--- src/rtl/space_invaders_pkg.sv ---
// Shared types and constants for the Space Invaders video datapath.
// Holds the screen geometry, the coordinate type used by every mover and
// the colour mapper, the bullet FSM state type, and the default player row
// and bullet length. The mapper draws the bullet with the same length, so
// both sides take it from here.
package space_invaders_pkg;

    typedef logic [9:0] coord_t;

    localparam int SCREEN_W = 640;
    localparam int SCREEN_H = 480;

    localparam int DEFAULT_PLAYER_Y   = 440;
    localparam int DEFAULT_BULLET_LEN = 4;

    typedef enum logic [1:0] {
        IDLE,
        FLIGHT,
        COOLDOWN
    } bullet_state_t;

endpackage

--- src/rtl/frame_tick_sync.sv ---
// Brings an asynchronous frame-rate level (VGA vsync) into the clk_i domain.
// It uses two synchroniser flops and then emits a one-cycle pulse on each
// rising edge. The pulse appears two to three clk_i cycles after the level
// rises. The player, enemy and bullet movers all share this block.
// Ports:
//   clk_i   - system clock
//   rst_ni  - synchronous active-low reset, clears all three flops
//   level_i - asynchronous frame strobe level
//   tick_o  - one-cycle pulse per rising edge of level_i
module frame_tick_sync (
    input  logic clk_i,
    input  logic rst_ni,
    input  logic level_i,
    output logic tick_o
);

    logic meta_q;
    logic sync_q;
    logic prev_q;

    always_ff @(posedge clk_i) begin
        if (!rst_ni) begin
            meta_q <= 1'b0;
            sync_q <= 1'b0;
            prev_q <= 1'b0;
        end else begin
            meta_q <= level_i;
            sync_q <= meta_q;
            prev_q <= sync_q;
        end
    end

    assign tick_o = sync_q & ~prev_q;

endmodule

--- src/rtl/bullet_controller.sv ---
// Owns the single player bullet: spawn on fire, one upward step per frame,
// despawn at screen top or on hit, then a cooldown before the next shot.
// Drives the colour mapper's bullet_in / bulletX / bulletY inputs.
// Optional feature (macro BULLET_AUTOFIRE_EN): while IDLE, a held fire level
// also spawns. By default only a fire rising edge spawns.
// Ports:
//   Clk       - system clock
//   Reset     - synchronous active-low reset
//   frame_clk - asynchronous vsync-rate strobe
//   fire      - fire key level (Clk domain)
//   playerX   - player sprite left column
//   hit       - collision pulse, kills an in-flight bullet
//   bullet_in - bullet visible
//   bulletX   - bullet column
//   bulletY   - bullet top row
//   fire_ack  - one-cycle pulse on spawn
module bullet_controller
    import space_invaders_pkg::*;
#(
    parameter int PLAYER_Y        = DEFAULT_PLAYER_Y,
    parameter int PLAYER_X_OFS    = 8,
    parameter int BULLET_LEN      = DEFAULT_BULLET_LEN,
    parameter int BULLET_STEP     = 6,
    parameter int COOLDOWN_FRAMES = 10
) (
    input  logic       Clk,
    input  logic       Reset,
    input  logic       frame_clk,
    input  logic       fire,
    input  logic [9:0] playerX,
    input  logic       hit,
    output logic       bullet_in,
    output logic [9:0] bulletX,
    output logic [9:0] bulletY,
    output logic       fire_ack
);

    localparam int CNT_W = (COOLDOWN_FRAMES > 0) ? $clog2(COOLDOWN_FRAMES + 1) : 1;
    localparam coord_t SPAWN_Y = coord_t'(PLAYER_Y - BULLET_LEN);
    localparam coord_t STEP_Y  = coord_t'(BULLET_STEP);
    localparam logic [CNT_W-1:0] CD_LOAD = CNT_W'(COOLDOWN_FRAMES);
    // With no cooldown, a dead bullet re-arms immediately.
    localparam bullet_state_t KILL_STATE = (COOLDOWN_FRAMES == 0) ? IDLE : COOLDOWN;

    bullet_state_t    state_q, state_d;
    logic [CNT_W-1:0] cnt_q, cnt_d;
    logic             bullet_in_q, bullet_in_d;
    coord_t           bx_q, bx_d;
    coord_t           by_q, by_d;
    logic             fire_ack_q, fire_ack_d;
    logic             fire_prev_q;

    logic frame_tick;
    logic fire_evt;
    logic trig;

    frame_tick_sync u_tick (
        .clk_i  (Clk),
        .rst_ni (Reset),
        .level_i(frame_clk),
        .tick_o (frame_tick)
    );

    assign fire_evt = fire & ~fire_prev_q;

`ifdef BULLET_AUTOFIRE_EN
    assign trig = fire_evt | fire;
`else
    assign trig = fire_evt;
`endif

    always_comb begin
        state_d     = state_q;
        cnt_d       = cnt_q;
        bullet_in_d = bullet_in_q;
        bx_d        = bx_q;
        by_d        = by_q;
        fire_ack_d  = 1'b0;
        case (state_q)
            IDLE: begin
                // A same-cycle frame tick is ignored; the new bullet starts at SPAWN_Y.
                if (trig) begin
                    state_d     = FLIGHT;
                    bullet_in_d = 1'b1;
                    bx_d        = coord_t'(playerX + PLAYER_X_OFS);
                    by_d        = SPAWN_Y;
                    fire_ack_d  = 1'b1;
                end
            end
            FLIGHT: begin
                // Hit wins over a tick. Reaching the top despawns instead of wrapping.
                if (hit || (frame_tick && (by_q < STEP_Y))) begin
                    bullet_in_d = 1'b0;
                    state_d     = KILL_STATE;
                    cnt_d       = CD_LOAD;
                end else if (frame_tick) begin
                    by_d = by_q - STEP_Y;
                end
            end
            COOLDOWN: begin
                if (frame_tick) begin
                    cnt_d = cnt_q - CNT_W'(1);
                    if (cnt_q <= CNT_W'(1)) begin
                        state_d = IDLE;
                    end
                end
            end
            default: state_d = IDLE;
        endcase
    end

    always_ff @(posedge Clk) begin
        if (!Reset) begin
            state_q     <= IDLE;
            cnt_q       <= '0;
            bullet_in_q <= 1'b0;
            bx_q        <= '0;
            by_q        <= '0;
            fire_ack_q  <= 1'b0;
            fire_prev_q <= 1'b0;
        end else begin
            state_q     <= state_d;
            cnt_q       <= cnt_d;
            bullet_in_q <= bullet_in_d;
            bx_q        <= bx_d;
            by_q        <= by_d;
            fire_ack_q  <= fire_ack_d;
            fire_prev_q <= fire;
        end
    end

    assign bullet_in = bullet_in_q;
    assign bulletX   = bx_q;
    assign bulletY   = by_q;
    assign fire_ack  = fire_ack_q;

endmodule

--- config.mk ---
export PLATFORM = sky130hd
export DESIGN_NAME = bullet_controller
export DESIGN_NICKNAME = d
export VERILOG_FILES = /design/src/rtl/space_invaders_pkg.sv /design/src/rtl/frame_tick_sync.sv /design/src/rtl/bullet_controller.sv
export SDC_FILE = /design/constraint.sdc
export NUM_CORES = 1
export LEC_CHECK = 0
export CAP_MARGIN = 20
export CORE_MARGIN = 8
export CORE_UTILIZATION = 29
export DETAILED_ROUTE_END_ITERATION = 7
export DONT_BUFFER_PORTS = 1
export GPL_TIMING_DRIVEN = 0
export SYNTH_ARGS = -nofsm -noshare
export SYNTH_HDL_FRONTEND = slang
export SYNTH_SLANG_ARGS = --single-unit
--- constraint.sdc ---
create_clock -name Clk -period 2.4 [get_ports Clk]
set_input_delay 0.72 -clock Clk [delete_from_list [all_inputs] [get_ports Clk]]
set_output_delay 0.72 -clock Clk [all_outputs]
set_load 0.1 [all_outputs]
# After elaboration in Yosys (flattened, before gate mapping)
# Index checks and enable logic that the tools add are counted.
# Widths: inputs -> output; s select.
# op_classes
add_sub_neg	3
n_mul	0
n_div	0
magnitude_cmp	2
n_eq_ne	8
n_shift	0
muxes	16
bitwise_logic	4
n_reduce_logical	11
# op_table
op	n
$mux 10	3
$pmux 10 s2	1
$ne 2x2->1 const B	6
$add 10x4->10 const B	1
$lt 10x3->1 const B	1
$sub 10x3->10 const B	1
$mux 2	4
$mux 4	2
$pmux 4 s2	1
$reduce_and 4->1	2
$pmux 2 s3	1
$reduce_and 3->1	2
$le 4x1->1 const B	1
$reduce_and 2->1	2
$reduce_bool 2->1	2
$sub 4x1->4 const B	1
$mux 1	3
$and 1x1->1	2
$eq 2x1->1 const B	1
$eq 2x2->1 const B	1
$logic_not 2->1	1
$not 1->1	2
$pmux 1 s2	1
$logic_and 1x1->1	1
$logic_or 1x1->1	1
# word_totals
regBits	32
latch_bits	0
mem_bits_rw	0
rom_bits	0
inputBits	15
out_inout_bits	22
elab_cells	54
memories	0

# Logic depth before layout (Yosys ltp)
# Gate-level depths: netlist of run 1.
# depth
ltp_word	6
mapped_depth	6
mapped_depth_nobuf	5

# Modules after synthesis
# A second synthesis of run 1 with hierarchy kept.
# unflattened
cells_unflattened	163
area_unflattened_um2	1467.7
# modules_own_cells
mod	n_inst	cells_each	area_per_inst_um2	seq_area_each_um2
bullet_controller	1	156	1375.1	560.5
frame_tick_sync	1	7	92.6	60.1

# Least setup slack after synthesis of run 1
# No wires, ideal clock.
# synth_timing
path_type	flip-flop to flip-flop
startpoint	reg by_q[5], in the netlist bulletY[5]
endpoint	reg by_q[7], in the netlist bulletY[7]
setup_ns	0.180
t_arrival_ns	2.118
required_time_ns	2.220
path_slack_ns	0.102
stages_incl_launch_ff	7
n_path_buf	2
period_less_slack_ns	2.298
path_cell_list	dfxtp_1 > buf_6 > or3_4 > or4_4 > buf_6 > a31oi_1 > a311oi_1
# synth_between
elab_chain_len	5
word_cells_on_any_way	9
cone_classes	add/sub: 1; order compare: 1; eq/ne: 1; mux: 3; reduce/logical: 3
# synth_rtl
item	line_no	text
start: declaration	bullet_controller.sv:49	coord_t by_q, by_d;
start signal: assignment	bullet_controller.sv:126	by_q <= by_d;
$lt 10x3->1	bullet_controller.sv:92	if (hit || (frame_tick && (by_q < STEP_Y))) begin
$logic_and 1x1->1	bullet_controller.sv:92	
$logic_or 1x1->1	bullet_controller.sv:92	
$ne 2x2->1 (no line)	-	
$reduce_and 4->1 (no line)	-	
# Several ways; a longest one is shown, not always the timed one. The select of a mux whose other input is x is not followed.
# A chain may end at the register's enable or synchronous reset.

# Worst setup path after layout of run 1
# layout_timing
startpoint	reg by_q[3], in the netlist bulletY[3]
endpoint	reg by_q[4], in the netlist bulletY[4]
# Same word-level chain as after synthesis.

==> results of run 1 <==
[critical path, stage by stage, from the launching register on]
cell	delay, ns
dfxtp_1	0.69
a211o_1	0.55
or4_4	0.54
buf_6	0.16
a31oi_1	0.14
a211oi_1	0.07
[worst paths after layout]
kind,start,to,depth (start not counted)
worst max-delay path,bulletY[3],bulletY[4],5
worst min-delay path,u_tick.meta_q,u_tick.sync_q,1
worst max register to register,bulletY[3],bulletY[4],5
worst min register to register,u_tick.meta_q,u_tick.sync_q,1
[cells in the final DEF, fill, tap and decap left out, drive strengths merged, types with 2 or more instances in the layout]
cell type   n
a311oi      3
or3         4
or4b        2
a211oi      8
nor2b       2
xor2        4
clkbuf     12
a31o        2
xnor2       4
nand2      14
buf         3
nand2b      2
nor3       10
dfxtp      31
a31oi       5
o21a        3
and2        4
nor4b       2
o31ai       3
nor2       13
nand3       2
ha          4
and3        2
a21oi       8
o21ai       2
inv         3
[through the flow]
step / setup slack (ns) / hold slack, ns / util / std cells
6_report: 0.08539 / 0.4332 / 0.3412 / 233
5_1_grt: 0.01089 / 0.4672 / 0.3412 / 233
4_1_cts: 0.03145 / 0.4386 / 0.3396 / 233
3_5_place_dp: -0.04888 / 0.4225 / 0.3205 / 225
3_3_place_gp: -0.04653 / 0.4148 / 0.3205 / 225
2_1_floorplan: 0.1016 / 0.4119 / - / 158
[final cells by class]
type | count | area [sq um]
multi-input cells | 115 | 772.0
clock inverters | 2 | 12.51
plain buffers | 9 | 52.55
fillers | 513 | 3153
well taps | 67 | 83.83
clock buffers | 6 | 72.57
inverters | 3 | 11.26
flip-flops and latches | 31 | 628.1
[cells by family (layout without fill, tap and decap cells)]
family                   Yosys count  after routing  share of synthesized area
buffers and inverters             12             20                    0.04400
flip-flops                        31             31                     0.4280
AO/OA/AOI/OAI                     42             42                     0.2140
AND/OR/NAND/NOR                   60             60                     0.2286
other                              1              1                   0.002586
adder cells (fa/ha/maj)            4              4                    0.03451
XOR/XNOR                           8              8                    0.04831
[state kept, by name, indices dropped and copies added (netlist names)]
register	flops
u_tick.meta_q	1
state_q	2
bulletX	10
u_tick.prev_q	1
bulletY	9
bullet_in	1
fire_ack	1
u_tick.sync_q	1
fire_prev_q	1
cnt_q	4
[power breakdown]
group,internal [mW],switching (mW),leakage (nW)
registers,0.551,0.227,0.257
logic,0.0659,0.0908,0.282
clock network,0.202,0.194,0.0412
total,0.819,0.511,0.580
[per-layer routing]
| metal | up-vias | routed length [um] | GRT usage |
|---|---|---|---|
| met5 | - | 0 | 0 |
| met3 | 6 | 349 | 0.05009 |
| met1 | 500 | 1474 | 0.1036 |
| li1 | 593 | - | - |
| met2 | 33 | 1450 | 0.1444 |
| met4 | 0 | 54 | 0.06573 |
[repair_timing]
item | CTS | global route
hold buffers | 0 | 0
setup endpoints to repair | 4 | 6
gates resized for setup | 5 | 2
pin swaps | 0 | 0
==> flow_summary_export.csv, run 1 <==
group,metric,value,unit
synth,synth.distinct_cells,44,
synth,yosysTopAreaCellShare,0.4280,
placement,place_hpwl,2.487,mm
route,initialDrtViolationCount,107,
grt,track_usage,0.09658,
die,rows,25,
worst_hold_path,hold_class,"register to register",
synth,synth_edf_count,0,
route,ant_nets,0,
timing,tightest_slew,1.102,ns
clocking,root_buffer,"clkbuf_8",
synth,synth.top_cells.by_area,"dfxtp_1 (43%), a211oi_1 (4.1%), nand2_1 (3.6%)",
clocking,insertion_delay,0.28,ns
grt,grt_pass1_vias,1197,
timing,finalHoldViolCount,0,
placement,gp_congestion,0.7827,
finish,nets,184,
placement,placed_cell_area,1534,sq um
route,vias,1132,
clocking,ctsLongestPathBuffers,2,
route,drc,0,
finish,postLayoutCellArea,1633,sq um
setup_path,worstSetupStartpointType,"register",
timing,fmax,0.4320,GHz
clocking,path_clk_slew,0.07,ns
synth,synth_most_common_cell,"dfxtp_1",
route,vias_per_cell,4.858,
setup_path,worstSetupPathType,"register to register",
synth,netlist_top_cells_count,"dfxtp_1 (31), nand2_1 (14), nor2_1 (13), nor3_1 (9)",
status,status,"finished, final reports clean",
synth,yosysTopAreaCell,"dfxtp_1",
clocking,htreeDepth,2,
route,dr.pass1.iters,4,
pwr,power_density,814.6,nW/um^2
die,die_h,86.72,um
clocking,cts_sinks,31,
timing,setup_viol,0,
pwr,peakVddDrop,0.3317,mV
clocking,cts_made_buffers,5,
finish,area_growth_syn_to_layout,12.60,%
synth,yosys_warnings,0,
timing,fin_crit_sh,0.9644,
finish,drive_gt1_frac,0.1446,
setup_path,reg2reg_slack,0.09,ns
grt,grt_remaining_overflow,0,
timing,finalSetupTns,0,ns
route,drt-total-wl,3.329,mm
setup_path,cp_max_fo,10,
synth,seq_area_frac_synth,0.4280,
grt,grt_max_degree,11,
synth,ys.flop_type,"dfxtp_1",
synth,avgSynthCellArea,9.178,sq um
setup_path,required,2.52,ns
synth,syn-num-nets,177,
timing,fin_skew,0.007843,ns
grt,grt_pass1_wl,5.609,mm
die,initial_core_util,0.3030,
setup_path,arrival,2.44,ns
finish,antenna_cells,0,
placement,io_buffers,0,
die,core_area,4786,sq um
timing,fin_crit,2.315,ns
synth,synthArstFlopShare,0,
die,ios,37,
grt,antenna_found_initial,0,
synth,synth_area,1450,sq um
synth,ys_seq_elements,31,
setup_path,end_kind,"register",
pwr,fin_total_pwr,1.330,mW
pwr,p_leak,0.5799,nW
synth,netlist_instances,158,
flow_run,drv_cap,0,
clocking,cts_setup_buffers,0,
die,die_area,7519,sq um
timing,rsz0062_at_grt,"no",
timing,drv_slew,0,
die,chipWidth,86.72,um
route,detail_route.wl_per_cell,14.29,um
timing,maxSlewHeadroom,0.2643,
clocking,cts_tree,"built",
No activity file was read; power rests on OpenSTA's default activity.
==> inputs of run 2 (changes only) <==
CAP_MARGIN = 10   (was 20)
CORE_UTILIZATION = 30   (was 29)
==> flow_summary_export.csv, run 2 (synthesis results as in run 1) <==
group,metric,value,unit
clocking,htreeDepth,2,
placement,placed_cells,212,
route,vias,1149,
route,detail_route.wl_per_cell,15.23,um
timing,fin_crit_sh,0.9020,
pwr,power.switching,0.4983,mW
die,die_area,7315,sq um
finish,stdcell_count,220,
pwr,p_seq_frac,0.590,
clocking,cts_tree,"built",
finish,fill_cells,501,
pwr,clkPwrFrac,0.293,
pwr,p_leak,0.5830,nW
setup_path,end_kind,"register",
route,dr.pass1.iters,4,
finish,multi_input_area,765.7,sq um
timing,maxSlewHeadroom,0.3423,
setup_path,worstSetupPathType,"register to register",
finish,postLayoutCellArea,1610,sq um
placement,gp_congestion,0.7587,
clocking,cts_setup_buffers,0,
finish,layout_commonest_cell,"dfxtp_1",
timing,drv_slew,0,
setup_path,cp_max_fo,8,
clocking,cts_sinks,31,
finish,drive_gt1_frac,0.1566,
pwr,power_density,818.7,nW/um^2
die,rows,25,
finish,nets,184,
setup_path,worstSetupEndpoint,"bullet_in",
clocking,cts_made_buffers,5,
die,ios,37,
setup_path,reg2reg_slack,0.24,ns
pwr,pwr-share-comb,0.117,
die,die_h,85.53,um
finish,final_util,0.3432,
setup_path,required,2.57,ns
route,initialDrtViolationCount,50,
finish,largest_register_ffs,10,
grt,grt_pass1_wl,5.747,mm
finish,area_growth_syn_to_layout,11.04,%
placement,place_hpwl,2.480,mm
grt,grt_max_degree,11,
die,chipWidth,85.53,um
route,ant_nets,0,
grt,grt_remaining_overflow,0,
worst_hold_path,hold_class,"register to register",
timing,fin_skew,0.004951,ns
placement,placed_cell_area,1518,sq um
route,drt-total-wl,3.350,mm
grt,grt_pass1_vias,1222,
setup_path,ff2ff_path_depth,5,
placement,io_buffers,0,
finish,antenna_cells,0,
setup_path,rr_startpoint,"bulletY[5]",
finish,layout_common_cells,"dfxtp_1 (22), nand2_1 (14), nor2_1 (13)",
clocking,root_buffer,"clkbuf_8",
flow_run,drv_cap,0,
pwr,internal_power,0.8199,mW
clocking,insertion_delay,0.28,ns
setup_path,arrival,2.34,ns
setup_path,reg2reg_to,"bullet_in",
timing,setup_viol,0,
die,initial_core_util,0.3091,
finish,ff_latch_area,631.9,sq um
die,core_area,4692,sq um
setup_path,startpoint,"bulletY[5]",
clocking,path_clk_slew,0.07,ns
grt,antenna_found_initial,0,
clocking,cts_hold_buf,0,
timing,fin_crit,2.165,ns
timing,finalHoldViolCount,0,
route,drc,0,
timing,fmax,0.4619,GHz
clocking,ctsLongestPathBuffers,2,
setup_path,worstSetupStartpointType,"register",
route,vias_per_cell,5.223,
timing,tightest_slew,0.9852,ns
grt,track_usage,0.09916,
timing,rsz0062_at_grt,"no",
pwr,peakVddDrop,0.4158,mV
timing,hold_ws,0.4320,ns
pwr,p_sw_frac,0.3780,
status,status,"finished, final reports clean",
## run 2: metrics by stage
step	power [mW]	setup WS [ns]	setup TNS, ns
4_1_cts	1.329	0.004931	0
2_1_floorplan	0.9059	0.1016	0
6_report	1.318	0.2351	0
3_3_place_gp	0.9415	-0.04722	-0.08316
5_1_grt	1.378	0.07926	0
3_5_place_dp	0.9428	-0.04585	-0.04585
## run 2: timing repair
action                                  CTS  global route
endpoints found under the setup margin    4            10
gates cloned                              0             0
gates resized for setup                   3             6
## run 2: area by class of cell
| class | instances | area share |
|---|---|---|
| multi-input cells | 115 | 0.4755 |
| flip-flops and latches | 31 | 0.3924 |
| inverters | 3 | 0.006993 |
| plain buffers | 9 | 0.03263 |
| well taps | 54 | 0.04196 |
| clock inverters | 1 | 0.003108 |
| clock buffers | 7 | 0.04740 |
## run 2: power by group through the flow
stage	clock network (mW)	logic (mW)	registers, mW
2_1_floorplan	0	0.129	0.777
3_3_place_gp	0	0.154	0.788
3_5_place_dp	0	0.155	0.788
4_1_cts	0.395	0.155	0.779
5_1_grt	0.418	0.174	0.786
6_report	0.386	0.154	0.778
## run 2: worst max-delay path, cell delays in order, from the launching register on
cell and delay (ns):
dfxtp_2 0.49, buf_6 0.22, or3_4 0.40, nor3_2 0.45, o21ai_1 0.21, a31o_2 0.28
## run 2: how the worst min path moves through the flow
stage / from / endpoint / slack (ns) / depth (start not counted)
2_1_floorplan: u_tick.meta_q / u_tick.sync_q / 0.41 / 1
3_3_place_gp: u_tick.meta_q / u_tick.sync_q / 0.42 / 1
3_5_place_dp: u_tick.meta_q / u_tick.sync_q / 0.42 / 1
4_1_cts: u_tick.meta_q / u_tick.sync_q / 0.43 / 1
5_1_grt: u_tick.meta_q / u_tick.sync_q / 0.46 / 1
6_report: u_tick.meta_q / u_tick.sync_q / 0.43 / 1
## run 2: per-layer routing
layer,part of all wire,routed length [um],global-route usage,vias to the layer above
met2,0.45,1505,0.1573,33
met4,0.0072,24,0.04299,0
li1,-,-,-,593
met5,0,0,0,-
met1,0.44,1481,0.1087,521
met3,0.10,338,0.05062,2
